[src/rtl/fpu_ss_pkg.sv]
// rtl/fpu_ss_pkg.sv - shared types for the FPU-subsystem writeback path
// Purpose: writeback entry layout shared by the arbiter and its CSR result FIFO.
// Ports: none (package).
package fpu_ss_pkg;

   // Width of the id field held in a writeback entry; the arbiter's ID_WIDTH defaults to it.
   localparam int unsigned WB_ID_W = 4;

   typedef struct packed {
      logic [WB_ID_W-1:0] id;
      logic [4:0]         rd;
      logic [31:0]        data;
   } wb_entry_t;

endpackage

[src/rtl/fpu_ss_wb_fifo.sv]
// rtl/fpu_ss_wb_fifo.sv - DEPTH-entry FIFO of writeback entries
// Purpose: buffers CSR read results that could not go straight to the X-IF result register.
// Ports:
//   clk_i, rst_i      clock, synchronous active-high reset
//   push_i, wdata_i   write request and entry (ignored when full unless popping the same cycle)
//   pop_i, rdata_o    read request and head entry (ignored when empty)
//   full_o, empty_o   occupancy flags
//   count_o           number of stored entries, 0..DEPTH
module fpu_ss_wb_fifo
   import fpu_ss_pkg::*;
#(
   parameter int unsigned DEPTH = 2,
   localparam int unsigned PTR_W = (DEPTH > 1) ? $clog2(DEPTH) : 1,
   localparam int unsigned CNT_W = $clog2(DEPTH + 1)
) (
   input  logic             clk_i,
   input  logic             rst_i,
   input  logic             push_i,
   input  wb_entry_t        wdata_i,
   input  logic             pop_i,
   output wb_entry_t        rdata_o,
   output logic             full_o,
   output logic             empty_o,
   output logic [CNT_W-1:0] count_o
);

   wb_entry_t        mem_q [DEPTH];
   logic [PTR_W-1:0] wptr_q, rptr_q;
   logic [CNT_W-1:0] cnt_q;
   logic             do_push, do_pop;

   // Pointers wrap explicitly so DEPTH need not be a power of two.
   function automatic logic [PTR_W-1:0] ptr_next(input logic [PTR_W-1:0] p);
      return (p == PTR_W'(DEPTH - 1)) ? '0 : p + 1'b1;
   endfunction

   assign full_o  = (cnt_q == CNT_W'(DEPTH));
   assign empty_o = (cnt_q == '0);
   assign count_o = cnt_q;
   assign rdata_o = mem_q[rptr_q];

   // A pop frees the head slot this cycle, so a push into a full FIFO is accepted alongside it.
   assign do_pop  = pop_i && !empty_o;
   assign do_push = push_i && (!full_o || do_pop);

   always_ff @(posedge clk_i) begin
      if (rst_i) begin
         wptr_q <= '0;
         rptr_q <= '0;
         cnt_q  <= '0;
      end else begin
         if (do_push) begin
            mem_q[wptr_q] <= wdata_i;
            wptr_q        <= ptr_next(wptr_q);
         end
         if (do_pop) begin
            rptr_q <= ptr_next(rptr_q);
         end
         if (do_push && !do_pop) begin
            cnt_q <= cnt_q + 1'b1;
         end else if (do_pop && !do_push) begin
            cnt_q <= cnt_q - 1'b1;
         end
      end
   end

endmodule

[src/rtl/fpu_ss_wb_arb.sv]
// rtl/fpu_ss_wb_arb.sv - writeback arbiter merging CSR and FPU integer results onto X-IF
// Purpose: merges one-cycle CSR read pulses (buffered, never stalled) and FPU integer-destination
//   results (valid/ready) into the registered X-IF result channel; FP-destination FPU results
//   go straight to the FP register file in the same cycle.
// Ports:
//   clk_i, rst_i                        clock, synchronous active-high reset
//   csr_wb_i, csr_rdata_i/rd_i/id_i     CSR result pulse and payload
//   csr_ready_o                         CSR FIFO not full (registered count based)
//   fpu_out_valid_i/ready_o             FPU result handshake
//   fpu_int_wb_i, fpu_result_i/rd_i/id_i FPU destination select and payload
//   fpr_we_o/waddr_o/wdata_o            FP regfile write port
//   x_result_*                          CV-X-IF result channel
//   overflow_o                          sticky: CSR pulse lost to a full FIFO
module fpu_ss_wb_arb
   import fpu_ss_pkg::*;
#(
   parameter int unsigned DEPTH    = 2,
   parameter int unsigned ID_WIDTH = WB_ID_W
) (
   input  logic                clk_i,
   input  logic                rst_i,
   input  logic                csr_wb_i,
   input  logic [31:0]         csr_rdata_i,
   input  logic [4:0]          csr_rd_i,
   input  logic [ID_WIDTH-1:0] csr_id_i,
   output logic                csr_ready_o,
   input  logic                fpu_out_valid_i,
   output logic                fpu_out_ready_o,
   input  logic                fpu_int_wb_i,
   input  logic [31:0]         fpu_result_i,
   input  logic [4:0]          fpu_rd_i,
   input  logic [ID_WIDTH-1:0] fpu_id_i,
   output logic                fpr_we_o,
   output logic [4:0]          fpr_waddr_o,
   output logic [31:0]         fpr_wdata_o,
   output logic                x_result_valid_o,
   input  logic                x_result_ready_i,
   output logic [ID_WIDTH-1:0] x_result_id_o,
   output logic [31:0]         x_result_data_o,
   output logic [4:0]          x_result_rd_o,
   output logic                x_result_we_o,
   output logic                overflow_o
);

   localparam int unsigned CNT_W = $clog2(DEPTH + 1);

   logic                valid_q, valid_d;
   logic [ID_WIDTH-1:0] id_q, id_d;
   logic [31:0]         data_q, data_d;
   logic [4:0]          rd_q, rd_d;
   logic                ovf_q, ovf_d;

   wb_entry_t        csr_entry, head;
   logic             fifo_full, fifo_empty, fifo_push, fifo_pop;
   logic [CNT_W-1:0] fifo_cnt;
   logic             slot_free, bypass, fpu_take, csr_push;

   assign csr_entry = '{id: WB_ID_W'(csr_id_i), rd: csr_rd_i, data: csr_rdata_i};

   // Priority: buffered CSR, then live CSR, then FPU; FPU waits until no CSR result is pending
   // so CSR results are never overtaken.
   assign slot_free = !valid_q || x_result_ready_i;
   assign fifo_pop  = slot_free && !fifo_empty;
   assign bypass    = slot_free && fifo_empty && csr_wb_i;
   assign fpu_take  = slot_free && fifo_empty && !csr_wb_i && fpu_out_valid_i && fpu_int_wb_i;
   assign csr_push  = csr_wb_i && !bypass;
   assign fifo_push = csr_push;

   assign fpu_out_ready_o = fpu_int_wb_i ? (slot_free && fifo_empty && !csr_wb_i) : 1'b1;
   assign fpr_we_o        = fpu_out_valid_i && !fpu_int_wb_i;
   assign fpr_waddr_o     = fpu_rd_i;
   assign fpr_wdata_o     = fpu_result_i;
   assign csr_ready_o     = (fifo_cnt < CNT_W'(DEPTH));

   fpu_ss_wb_fifo #(.DEPTH(DEPTH)) u_fifo (
      .clk_i   (clk_i),
      .rst_i   (rst_i),
      .push_i  (fifo_push),
      .wdata_i (csr_entry),
      .pop_i   (fifo_pop),
      .rdata_o (head),
      .full_o  (fifo_full),
      .empty_o (fifo_empty),
      .count_o (fifo_cnt)
   );

   always_comb begin
      valid_d = valid_q;
      id_d    = id_q;
      data_d  = data_q;
      rd_d    = rd_q;
      ovf_d   = ovf_q;
      if (slot_free) begin
         valid_d = fifo_pop || bypass || fpu_take;
         if (fifo_pop) begin
            id_d   = ID_WIDTH'(head.id);
            rd_d   = head.rd;
            data_d = head.data;
         end else if (bypass) begin
            id_d   = csr_id_i;
            rd_d   = csr_rd_i;
            data_d = csr_rdata_i;
         end else if (fpu_take) begin
            id_d   = fpu_id_i;
            rd_d   = fpu_rd_i;
            data_d = fpu_result_i;
         end
      end
      // Same condition under which the FIFO refuses the push.
      if (csr_push && fifo_full && !fifo_pop) begin
         ovf_d = 1'b1;
      end
   end

   always_ff @(posedge clk_i) begin
      if (rst_i) begin
         valid_q <= 1'b0;
         id_q    <= '0;
         data_q  <= '0;
         rd_q    <= '0;
         ovf_q   <= 1'b0;
      end else begin
         valid_q <= valid_d;
         id_q    <= id_d;
         data_q  <= data_d;
         rd_q    <= rd_d;
         ovf_q   <= ovf_d;
      end
   end

   assign x_result_valid_o = valid_q;
   assign x_result_we_o    = valid_q;
   assign x_result_id_o    = id_q;
   assign x_result_data_o  = data_q;
   assign x_result_rd_o    = rd_q;
   assign overflow_o       = ovf_q;

endmodule

[config.mk]
export PLATFORM = sky130hd
export DESIGN_NAME = fpu_ss_wb_arb
export DESIGN_NICKNAME = d
export VERILOG_FILES = /design/src/rtl/fpu_ss_pkg.sv /design/src/rtl/fpu_ss_wb_fifo.sv /design/src/rtl/fpu_ss_wb_arb.sv
export SDC_FILE = /design/constraint.sdc
export NUM_CORES = 1
export LEC_CHECK = 0
export CORE_ASPECT_RATIO = 0.9
export CORE_MARGIN = 5
export CORE_UTILIZATION = 49
export CTS_CLUSTER_SIZE = 12
export DETAILED_ROUTE_END_ITERATION = 16
export PLACE_DENSITY = 0.93
export RECOVER_POWER = 25
export SLEW_MARGIN = 10
export SYNTH_ARGS = -nofsm -noshare
export SYNTH_HDL_FRONTEND = slang
export SYNTH_SLANG_ARGS = --single-unit
[constraint.sdc]
create_clock -name clk_i -period 6.7 [get_ports clk_i]
set_input_delay 2.01 -clock clk_i [delete_from_list [all_inputs] [get_ports clk_i]]
set_output_delay 2.01 -clock clk_i [all_outputs]
set_load 0.01 [all_outputs]
==> metrics.md, run 1 <==
| Metric | Value |
|---|---|
| Die H | `119 um` |
| Maximum capacitance violations | `0` |
| GRT Total Usage | `22.0%` |
| Commonest non-fill, non-tap cell in the layout | `clkdlybuf4s50_1` |
| Slew Limit Headroom | `21.5%` |
| # DRC | `0` |
| Power Density | `around 350 nW/um2` |
| Synth Register Bits | `130` |
| Remaining antenna violation count | `0` |
| Mapped cell area | `6440 um2` |
| Worst skew pair latency | `0.42 ns` |
| DP HPWL | `10.8 mm` |
| Fin. max-slew vios | `0` |
| Root Buffer | `clkbuf_16` |
| Synth top area cells | `edfxtp_1, dfxtp_1, mux2_2` |
| Wire per inst | `around 20 um` |
| Via Count | `between 5k and 6k` |
| I/O pin total | `172` |
| Critical path startpoint category | `input port` |
| Synth top area share | `38.2%` |
| Synthesis-to-layout area growth | `30.7%` |
| Total CTS buffers | `17` |
| First-pass GRT wire length | `26.6 mm` |
| Setup violators final | `0` |
| Row Count | `39` |
| Diode count | `0` |
| R2R depth | `6` |
| Layout cell share with drive strength beyond 1 | `17.6%` |
| GPL Wtd Cong | `roughly 0.80` |
| CP arrival | `3.48 ns` |
| Outcome | `complete, no violations` |
| Mapped Nets | `644` |
| First-pass DRT Iterations | `5` |
| Kind of critical path | `input port to primary output` |
| Ys Warns | `0` |
| DIE AREA | `15500 um2` |
| Largest net degree at the start of global routing | `60` |
| Clock Path Buffers | `2` |
| Crit path max fanout | `5` |
| Min-delay src | `u_fifo.rptr_q` |
| Worst-Margin Slew | `1.18 ns` |
| Routed Wire Length | `roughly 17 mm` |
| RSZ-0062 raised after global routing | `no` |
| Final hold viol count | `0` |
| Initial Util | `between 50% and 60%` |
| Post-CTS Setup Bufs | `0` |
| Clock slew at reported path FFs | `0.06 ns` |
| CTS tree | `built` |
| # port buffers | `171` |
| Mapped Avg Cell Area | `11.6 um2` |
| GRT overflow | `0` |
| Most frequent cells in the layout | `clkdlybuf4s50_1, edfxtp_1, a21oi_1, dfxtp_1, mux2_2` |
| Area leader, netlist | `edfxtp_1` |
| FMAX | `182 MHz` |
| Cells after Synth | `~560` |
| # hold bufs at CTS | `0` |
| FF-to-FF End | `u_fifo.count_o[1]` |
| CTS sink cnt | `130` |
| Vias per cell | `about 5.9` |
| Min Hold Slack | `0.515 ns` |
| Maximum vdd drop | `0.188 mV` |
| Worst hold path class | `register to register` |
| NumNets Final | `757` |
| Vias in the first global route | `5206` |
| CTS H-tree lvls | `4` |
| Pleak | `2.88 nW` |
| Crit path time final | `5.49 ns` |
| DR iter-0 viols | `382` |
| R2r startpoint | `u_fifo.count_o[1]` |
| DIE WIDTH | `~130 um` |
| Worst hold path depth | `2` |
| Worst setup EP type | `primary output` |
| Netlist cell types | `35` |
| Final worst path period share | `81.9%` |
| Setup total negative slack | `0 ns` |
| Sequential area share after synthesis | `53.1%` |
| Core Region | `12800 um2` |
| CP Data Required Time | `4.69 ns` |
| Skew final | `around 0.0094 ns` |
| Post-CTS resize count | `0` |
| Register-to-Register Setup Slack | `4.02 ns` |
| Initial antenna violation count | `1` |
-- cells by family (layout without fill, tap and decap cells) --
logic type      count (synthesis)  count (layout)  synth area share [%]
compound gates                187             187                  21.4
flops                         130             130                  53.1
buf+inv                       105             231                  10.0
simple gates                   88              88                  7.58
mux                            42              42                  7.34
xor+xnor                        2               2                 0.272
fa+ha+maj                       1               1                 0.194
-- metrics by stage --
step	cells	util (%)	power (mW)	cell area, um2	worst slack [ns]
after floorplan	555	-	1.75	6440	0.760
after global placement	813	61.5	2.02	7870	1.33
after detailed placement	813	61.5	2.07	7870	1.23
after CTS	845	65.9	2.95	8420	1.22
after global routing	845	65.9	3.08	8420	1.17
final	845	65.9	2.94	8420	1.21
-- final cells by class --
cell class,count,area [um2]
flip-flops and latches,130,3420
fillers,921,4360
multi-input cells,320,2400
inverters,17,63.8
repair buffers,182,1780
clock inverters,12,116
clock buffers,20,437
well taps,164,205
-- critical path: stages --
cell and delay (ns):
clkdlybuf4s50_1 0.54, nor3_4 0.19, nand2_1 0.08, nand2_1 0.09
clkdlybuf4s50_1 0.57
-- routing by layer --
layer / part of all wire (%) / track usage (%)
met1: 40 / 26.7
met2: 51 / 37.1
met3: 6.7 / 5.46
met4: 2.3 / 8.93
met5: 0.041 / 0
-- Yosys cell counts (all sizes together) --
master	number
nand4bb	1
ha	1
nand2	18
mux2	42
nor3b	2
o21bai	27
or2	1
clkbuf	14
or3	2
and2b	1
nand3b	27
a221o	14
a21oi	58
o21ai	16
xor2	2
a22oi	27
nand2b	1
buf	74
inv	17
edfxtp	82
a41oi	1
a211oi	27
nor3	2
nor2b	2
o211ai	1
a2111o	1
nor2	31
a31oi	15
dfxtp	48
-- how the worst max path moves through the flow --
| stage | from | endpoint | depth (start not counted) |
|---|---|---|---|
| after floorplan | x_result_ready_i | u_fifo.mem_q[1][0] | 3 |
| after global placement | csr_wb_i | fpu_out_ready_o | 5 |
| after detailed placement | csr_wb_i | fpu_out_ready_o | 5 |
| after CTS | csr_wb_i | fpu_out_ready_o | 5 |
| after global routing | csr_wb_i | fpu_out_ready_o | 5 |
| final | csr_wb_i | fpu_out_ready_o | 5 |
-- report_power, final --
part / total, mW / leakage [nW] / internal [mW] / switching, mW
clock: 0.868 / 0.258 / 0.540 / 0.328
sequential: 1.10 / 1.14 / 0.979 / 0.123
combinational: 0.967 / 1.48 / 0.460 / 0.507
total: 2.94 / 2.88 / 1.98 / 0.959
-- state kept, by name, summed over array words and instances (netlist names), named ones only --
| signal | cells |
|---|---|
| u_fifo.count_o | 2 |
| u_fifo.mem_q | 82 |
| x_result_data_o | 32 |
| overflow_o | 1 |
| x_result_id_o | 4 |
| u_fifo.rptr_q | 1 |
| x_result_valid_o | 1 |
| u_fifo.wptr_q | 1 |
| x_result_rd_o | 5 |
Note: power is estimated with default switching activity, not from simulation.
==> inputs of run 2 (changes only) <==
==> constraint.sdc (replaced) <==
create_clock -name clk_i -period 5.19 [get_ports clk_i]
set_input_delay 1.557 -clock clk_i [delete_from_list [all_inputs] [get_ports clk_i]]
set_output_delay 1.557 -clock clk_i [all_outputs]
set_load 0.01 [all_outputs]
==> metrics.md, run 2 (synthesized netlist as in run 1, its figures left out) <==
| Metric | Value |
|---|---|
| Layout Cells excl Fill | `846 (was 845)` |
| Slew Limit Headroom | `17.9% (was 21.5%)` |
| Worst-Margin Slew | `1.23 ns (was 1.18 ns)` |
| DP HPWL | `10.6 mm (was 10.8 mm)` |
| Max FFs per register | `82 (unchanged)` |
| Clock slew at reported path FFs | `0.05 ns (was 0.06 ns)` |
| Kind of critical path | `input port to primary output (unchanged)` |
| I/O pin total | `172 (unchanged)` |
| # port buffers | `171 (unchanged)` |
| First-pass DRT Iterations | `5 (unchanged)` |
| Max incr delay on CP | `0.54 ns (was 0.57 ns)` |
| Total CTS buffers | `17 (unchanged)` |
| Outcome | `complete, no violations (unchanged)` |
| Core Region | `12800 um2 (unchanged)` |
| Vias in the first global route | `5425 (was 5206)` |
| Cell Area, Placed | `7880 um2 (was 7870 um2)` |
| Remaining antenna violation count | `0 (unchanged)` |
| Sw Share | `32.0% (was 32.6%)` |
| Critical path startpoint category | `input port (unchanged)` |
| Clk pwr share | `32.3% (was 29.6%)` |
| Worst skew pair latency | `0.40 ns (was 0.42 ns)` |
| Met1 WL | `7.08 mm (was 6.82 mm)` |
| Post-CTS Setup Bufs | `0 (unchanged)` |
| Routed Wire Length | `17.1 mm (was 17.0 mm)` |
| Placed cells | `811 (was 813)` |
| Maximum capacitance violations | `0 (unchanged)` |
| GRT Total Usage | `21.7% (was 22.0%)` |
| Top reg by flops | `u_fifo.mem_q (unchanged)` |
| GRT overflow | `0 (unchanged)` |
| # DRC | `0 (unchanged)` |
| Switching power | `1.26 mW (was 0.959 mW)` |
| Wire per inst | `20.2 um (about the same)` |
| CTS H-tree lvls | `4 (unchanged)` |
| Vias per cell | `5.91 (was 5.92)` |
| Final Util | `66.6% (was 65.9%)` |
| DIE AREA | `15500 um2 (unchanged)` |
| NumNets Final | `755 (was 757)` |
| DR iter-0 viols | `389 (was 382)` |
| Clock Path Buffers | `2 (unchanged)` |
| Setup total negative slack | `0 ns (unchanged)` |
| Row Count | `39 (unchanged)` |
| Final hold viol count | `0 (unchanged)` |
| CTS sink cnt | `130 (unchanged)` |
| Most frequent cells in the layout | `clkdlybuf4s50_1, edfxtp_1, a21oi_1, dfxtp_1, mux2_2 (unchanged)` |
| # hold bufs at CTS | `0 (unchanged)` |
| Synthesis-to-layout area growth | `32.2% (was 30.7%)` |
| Die H | `119 um (unchanged)` |
| Cell-internal power | `2.68 mW (was 1.98 mW)` |
| Comb pwr share | `31.5% (was 32.9%)` |
| Post-CTS resize count | `0 (unchanged)` |
| Worst setup EP type | `primary output (unchanged)` |
| Commonest non-fill, non-tap cell in the layout | `clkdlybuf4s50_1 (unchanged)` |
| Crit path max fanout | `5 (unchanged)` |
| Critical-path cell list | `clkdlybuf4s50_1 -> nor3_4 -> nand2_1 -> nand2_1 -> clkdlybuf4s50_1 (unchanged)` |
| Critical path's slowest cell | `clkdlybuf4s50_1 (unchanged)` |
| CP Data Required Time | `3.63 ns (was 4.69 ns)` |
| CP top delay family | `buffers and inverters (unchanged)` |
| GPL Wtd Cong | `0.792 (was 0.805)` |
| Final worst path period share | `86.9%` |
| Via Count | `4997 (was 5005)` |
| Seq pwr share | `36.3% (was 37.5%)` |
| Worst hold path class | `register to register (unchanged)` |
| Fin. max-slew vios | `0 (unchanged)` |
| Met2 WL | `8.46 mm (was 8.68 mm)` |
| Root Buffer | `clkbuf_16 (unchanged)` |
| CP arrival | `2.96 ns (was 3.48 ns)` |
| Initial Util | `50.4% (unchanged)` |
| Pleak | `2.92 nW (was 2.88 nW)` |
| Largest net degree at the start of global routing | `59 (was 60)` |
| Maximum vdd drop | `0.270 mV (was 0.188 mV)` |
| First-pass GRT wire length | `26.9 mm (was 26.6 mm)` |
| FMAX | `222 MHz` |
| Setup violators final | `0 (unchanged)` |
| Fin area | `8510 um2 (was 8420 um2)` |
| CTS tree | `built (unchanged)` |
| RSZ-0062 raised after global routing | `no (unchanged)` |
| DIE WIDTH | `131 um (unchanged)` |
| Skew final | `0.0111 ns (was 0.00943 ns)` |
| Power Density | `462 nW/um2 (was 349 nW/um2)` |
| Layout cell share with drive strength beyond 1 | `17.8% (was 17.6%)` |
| Crit path time final | `4.51 ns` |
| Uppermost layer routed | `met5 (unchanged)` |
| Met3 WL post-DR | `1.13 mm (was 1.14 mm)` |
| Buffers and inverters on the worst path | `2 (unchanged)` |
| Initial antenna violation count | `2 (was 1)` |
==> run 2: final timing paths <==
check | startpoint | to | slack, ns | cells after the start
worst min-delay path | overflow_o | overflow_o | 0.49 | 2
worst max register to register | u_fifo.count_o[0] | u_fifo.mem_q[1][34] | 2.17 | 4
worst max-delay path | csr_wb_i | fpu_out_ready_o | 0.68 | 5
worst min register to register | overflow_o | overflow_o | 0.49 | 2
==> run 2: per-layer routing <==
metal	up-vias	global-route usage, %
met5	-	0
met4	2	9.58
met3	47	4.83
met2	221	36.7
met1	2451	26.3
li1	2276	-
==> run 2: metrics by stage <==
stage	worst slack, ns	hold WS, ns	total power, mW
finish	0.677	0.489	3.94
global route	0.621	0.513	4.12
CTS	0.682	0.488	3.95
detailed placement	0.695	0.479	2.68
global placement	0.723	0.465	2.61
floorplan	1.15	0.480	2.25
==> run 2: power by group through the flow <==
stage | logic (mW) | registers, mW | clock network, mW
after floorplan | 0.854 | 1.40 | 0
after global placement | 1.18 | 1.43 | 0
after detailed placement | 1.24 | 1.44 | 0
after CTS | 1.25 | 1.43 | 1.28
after global routing | 1.34 | 1.44 | 1.34
final | 1.24 | 1.43 | 1.27
==> run 2: worst min-delay path, delay by kind of cell, from the launching register on <==
family          cells  cell delay (ns)
simple gates        1             0.08
compound gates      1             0.05
flops               1             0.33
==> run 2: final cells by class <==
| cell class | instances | area (um2) |
|---|---|---|
| Inverter | 17 | 63.8 |
| Timing Repair Buffer | 180 | 1780 |
| Tap cell | 164 | 205 |
| Multi-Input combinational cell | 320 | 2410 |
| Sequential cell | 130 | 3420 |
| Fill cell | 927 | 4270 |
| Clock buffer | 20 | 447 |
| Antenna cell | 3 | 7.51 |
| Clock inverter | 12 | 183 |
==> inputs of run 3 (changes only) <==
--- a/config.mk
+++ b/config.mk
@@ -12,7 +12,6 @@
 export DETAILED_ROUTE_END_ITERATION = 16
 export PLACE_DENSITY = 0.93
 export RECOVER_POWER = 25
-export SLEW_MARGIN = 10
 export SYNTH_ARGS = -nofsm -noshare
 export SYNTH_HDL_FRONTEND = slang
 export SYNTH_SLANG_ARGS = --single-unit
==> results of run 3 <==
The final DEF is identical to that of run 2; final timing and power are the same.
